## src/rtl/id_ex_pipe_reg.sv

```systemverilog
// id_ex_pipe_reg: decode-to-execute pipeline register.
// Captures the decode-stage control bits and operands and presents them to
// execute one cycle later. Supports stall (hold), flush (bubble) and a
// syscall freeze that parks a syscall in execute until the handler is done.
//
// Pipeline control semantics (no valid/ready handshake here):
//   flushE  - load a bubble on the next edge; wins over stallE.
//   stallE  - hold every output on the next edge.
//   neither - load all D inputs, validE=1 one cycle later.
//   While frozen, stallE/flushE are ignored; syscall_done releases the freeze
//   and the same edge applies the flush/stall/load rules above.
// The FSM state is visible on syscall_pendingE (FREEZE decodes to 1).
module id_ex_pipe_reg #(
  parameter int DATA_W = 32
) (
  input  logic              clk,
  input  logic              rst_n,
  input  logic              stallE,
  input  logic              flushE,
  input  logic              syscall_done,
  input  logic              reg_writeD,
  input  logic              mem_to_regD,
  input  logic              mem_writeD,
  input  logic              alu_srcD,
  input  logic              reg_destD,
  input  logic              syscallD,
  input  logic [3:0]        alu_opD,
  input  logic [2:0]        branch_variantD,
  input  logic [4:0]        shamtD,
  input  logic [DATA_W-1:0] rd1D,
  input  logic [DATA_W-1:0] rd2D,
  input  logic [DATA_W-1:0] immD,
  input  logic [DATA_W-1:0] pc_plus4D,
  input  logic [4:0]        rsD,
  input  logic [4:0]        rtD,
  input  logic [4:0]        rdD,
  output logic              reg_writeE,
  output logic              mem_to_regE,
  output logic              mem_writeE,
  output logic              alu_srcE,
  output logic              reg_destE,
  output logic              syscallE,
  output logic [3:0]        alu_opE,
  output logic [2:0]        branch_variantE,
  output logic [4:0]        shamtE,
  output logic [DATA_W-1:0] rd1E,
  output logic [DATA_W-1:0] rd2E,
  output logic [DATA_W-1:0] immE,
  output logic [DATA_W-1:0] pc_plus4E,
  output logic [4:0]        rsE,
  output logic [4:0]        rtE,
  output logic [4:0]        rdE,
  output logic              validE,
  output logic              syscall_pendingE,
  output logic              stall_req
);

  // Branch class meaning "not a branch" (BV_NONE in mips.h).
  localparam logic [2:0] BV_NONE = 3'd0;

  typedef enum logic {
    RUN    = 1'b0,
    FREEZE = 1'b1
  } state_t;

  state_t state;
  state_t state_next;
  logic   update_en;
  logic   load_en;

  // Decide whether this edge updates the register and where the FSM goes.
  // A freeze is entered only on an edge that actually loads a syscall, so a
  // stalled or flushed syscall never re-triggers it.
  always_comb begin
    update_en  = (state == RUN) || syscall_done;
    load_en    = update_en && !flushE && !stallE;
    state_next = state;
    if (update_en) begin
      state_next = (load_en && syscallD) ? FREEZE : RUN;
    end
  end

  // FSM state register; reset always returns to RUN.
  always_ff @(posedge clk or negedge rst_n) begin
    if (!rst_n) begin
      state <= RUN;
    end else begin
      state <= state_next;
    end
  end

  // Payload register: reset and flush both produce a zeroed bubble.
  always_ff @(posedge clk or negedge rst_n) begin
    if (!rst_n) begin
      reg_writeE      <= 1'b0;
      mem_to_regE     <= 1'b0;
      mem_writeE      <= 1'b0;
      alu_srcE        <= 1'b0;
      reg_destE       <= 1'b0;
      syscallE        <= 1'b0;
      alu_opE         <= 4'd0;
      branch_variantE <= BV_NONE;
      shamtE          <= 5'd0;
      rd1E            <= '0;
      rd2E            <= '0;
      immE            <= '0;
      pc_plus4E       <= '0;
      rsE             <= 5'd0;
      rtE             <= 5'd0;
      rdE             <= 5'd0;
      validE          <= 1'b0;
    end else if (update_en && flushE) begin
      reg_writeE      <= 1'b0;
      mem_to_regE     <= 1'b0;
      mem_writeE      <= 1'b0;
      alu_srcE        <= 1'b0;
      reg_destE       <= 1'b0;
      syscallE        <= 1'b0;
      alu_opE         <= 4'd0;
      branch_variantE <= BV_NONE;
      shamtE          <= 5'd0;
      rd1E            <= '0;
      rd2E            <= '0;
      immE            <= '0;
      pc_plus4E       <= '0;
      rsE             <= 5'd0;
      rtE             <= 5'd0;
      rdE             <= 5'd0;
      validE          <= 1'b0;
    end else if (load_en) begin
      reg_writeE      <= reg_writeD;
      mem_to_regE     <= mem_to_regD;
      mem_writeE      <= mem_writeD;
      alu_srcE        <= alu_srcD;
      reg_destE       <= reg_destD;
      syscallE        <= syscallD;
      alu_opE         <= alu_opD;
      branch_variantE <= branch_variantD;
      shamtE          <= shamtD;
      rd1E            <= rd1D;
      rd2E            <= rd2D;
      immE            <= immD;
      pc_plus4E       <= pc_plus4D;
      rsE             <= rsD;
      rtE             <= rtD;
      rdE             <= rdD;
      validE          <= 1'b1;
    end
  end

  assign syscall_pendingE = (state == FREEZE);
  assign stall_req        = syscall_pendingE;

endmodule

```

## config.mk

```make
export PLATFORM = sky130hd
export DESIGN_NAME = id_ex_pipe_reg
export DESIGN_NICKNAME = d
export VERILOG_FILES = /design/src/rtl/id_ex_pipe_reg.sv
export SDC_FILE = /design/constraint.sdc
export NUM_CORES = 1
export LEC_CHECK = 0
export CORE_MARGIN = 1
export CORE_UTILIZATION = 30
export DETAILED_ROUTE_END_ITERATION = 7
export PLACE_DENSITY = 0.76
export SETUP_SLACK_MARGIN = 0.2
export SYNTH_ARGS = -nofsm -noshare
export SYNTH_HDL_FRONTEND = slang
export SYNTH_SLANG_ARGS = --single-unit
```

## constraint.sdc

```tcl
create_clock -name clk -period 2 [get_ports clk]
set_input_delay 0.4 -clock clk [delete_from_list [all_inputs] [get_ports clk]]
set_output_delay 0.4 -clock clk [all_outputs]
set_load 0.1 [all_outputs]
```

==> metrics <==
global-route wire length before repair=25.73 mm; Startpoint Class=flip-flop; vias per cell=4.876; IO Count=330; ys async rst share=100.0%; initial antenna violation count=0; Area Growth Syn to Fin=65.58%; synth top area cells=dfrtp_1 (71%), a22o_1 (24%), buf_6 (1.9%); Slew HR=73.93%; CP Capture Type=output pin; Layout Nets=867; CP arrival=1150 ps; Synth Register Bits=163; syn_nets=535; Max Fclk=644.0 MHz; layout cell share with drive strength beyond 1=30.39%; GR peak layer=met2; Post-CTS Setup Repair Bufs=0; Mapped Area=5779 um2; Worst path slowest cell=dfrtp_2; most common cell in the netlist=dfrtp_1; Crit Path Max Fanout=3; clock tree sinks=163; Syn Inst Count=369; FF-to-FF setup slack=650 ps; Post-Layout Cell Count=948; post-synth top area share=70.58%; Cells after DPL=915; Worst path max stage delay=430 ps; DP Worst Slack=131.1 ps; CTS tree=built; Syn. warnings=0; Final Max Slew Viols=0; Hold Crit Class=in -> async; actual slew at the worst max-slew pin=391.0 ps; mean post-synth cell area=15.66 um2; routability cong.=0.7499; initial core utilization=30.79%; Die X=140.8 um; Bufs and invs on worst path=1; post-synth top area cell=dfrtp_1; GRT Total Usage=16.96%; # rows=50; DR WL/cell=17.90 um; Final Hold Viols=0; met2 usage=27.76%; First DRT Iteration DRCs=182; ordered cell list for the critical path=buf_4; worst path required time=1600 ps; antenna cells=0; clk_lat worst skew=420 ps; cts repair resizes=0; Post-synth top cells=dfrtp_1 (163), a22o_1 (161), buf_2 (18); post-synthesis cell type count=13; Setup Skew=8.117 ps; post-synthesis sequential area ratio=70.58%; post-route cell area=9569 um2; vias in the first global route=4646; Post-synth EDFFs=0; Finished Core Util=50.99%; Congestion Overflow GR=0; reg2reg path depth=4; antenna-violating nets left=0; RSZ-0062 raised after global routing=false; R2R Path Start=stall_req; core area=18770 um2; Most used DFF post-synth=dfrtp_1; min Tclk post-route=1553 ps; largest net degree at the start of global routing=72; RR Endpoint=immE[29]; Peak VDD IR=492.0 uV; met1 GRT Util=21.12%; Max-Cap Viols=0; DP Area=8999 um2; via count=4622; clock-pin slew on the worst setup and hold paths=60 ps; Top delay family on crit path=flip-flops; leakage power=4.659 nW; die height=140.8 um; total CTS buffers=17; Port Buf Inserts=329; clk buf depth=2; H-tree depth=4; drt pass-1 iters=4; Die ar.=19820 um2; hold_ws=477.1 ps; Final period util=77.64%; Pwr Total=9.806 mW; status=finished clean; setup TNS=0 ps; Residual DRC=0; Pwr Density=1025 nW/um2; detailed placement HPWL=12.03 mm; clock root buffer=clkbuf_16; Setup-failing EPs final=0; met3 usage=5.435%; routed wire length=16.97 mm; kind of critical path=reg -> out; post-route setup slack=447.1 ps
-- flip-flops by register name (all words and copies together) (netlist names) --
name	count
alu_opE	4
alu_srcE	1
branch_variantE	3
immE	32
mem_to_regE	1
mem_writeE	1
pc_plus4E	32
rd1E	32
rd2E	32
rdE	5
reg_destE	1
reg_writeE	1
rsE	5
rtE	5
shamtE	5
stall_req	1
syscallE	1
validE	1
-- routing by layer --
layer | vias up | share of wire [%] | wire (um)
li1 | 2094 | - | -
met1 | 2285 | 43 | 7226
met2 | 224 | 48 | 8192
met3 | 19 | 7.5 | 1267
met4 | 0 | 1.7 | 287
met5 | - | 0 | 0
-- cells by family (layout without fill, tap and decap cells) --
logic type	Yosys count	after routing	share of synthesized area [%]
flops	163	163	70.58
simple gates	5	5	0.5412
compound gates	164	164	24.72
buf+inv	37	382	4.157
-- where the power goes --
part | internal, mW | switching [mW]
logic | 0.822 | 2.20
registers | 3.53 | 0.144
clock network | 1.74 | 1.38
-- cells in the final DEF, fill, tap and decap left out, drive strengths merged --
cell / Yosys / layout
a21oi: 2 / 2
a22o: 161 / 161
and2: 1 / 1
buf: 29 / 184
bufinv: 0 / 1
clkbuf: 7 / 20
clkdlybuf4s50: 0 / 164
clkinv: 0 / 3
clkinvlp: 0 / 4
dfrtp: 163 / 163
dlygate4sd3: 0 / 1
inv: 1 / 5
nand2: 2 / 2
nand2b: 1 / 1
nor2: 1 / 1
o21ai: 1 / 1
-- how the worst max path moves through the flow --
stage	to	cells after the start	from	slack [ps]
2_1_floorplan	immE[0]	6	stall_req	310
3_3_place_gp	rd2E[13]	5	flushE	150
3_5_place_dp	immE[31]	5	flushE	130
4_1_cts	syscall_pendingE	1	stall_req	420
5_1_grt	stall_req	1	stall_req	410
6_report	syscall_pendingE	1	stall_req	450
-- area by class of cell --
type	count	area [um2]
well taps	234	292.8
fillers	1633	9199
repair buffers	349	3162
inverters	1	3.754
clock inverters	12	123.9
clock buffers	20	436.7
flip-flops and latches	163	4080
multi-input cells	169	1470
-- repair_timing --
action,4_1_cts,5_1_grt
hold buffers,1,0
endpoints found under the setup margin,0,0
endpoints found under the hold margin,30,0
No activity file was read; power rests on OpenSTA's default activity.
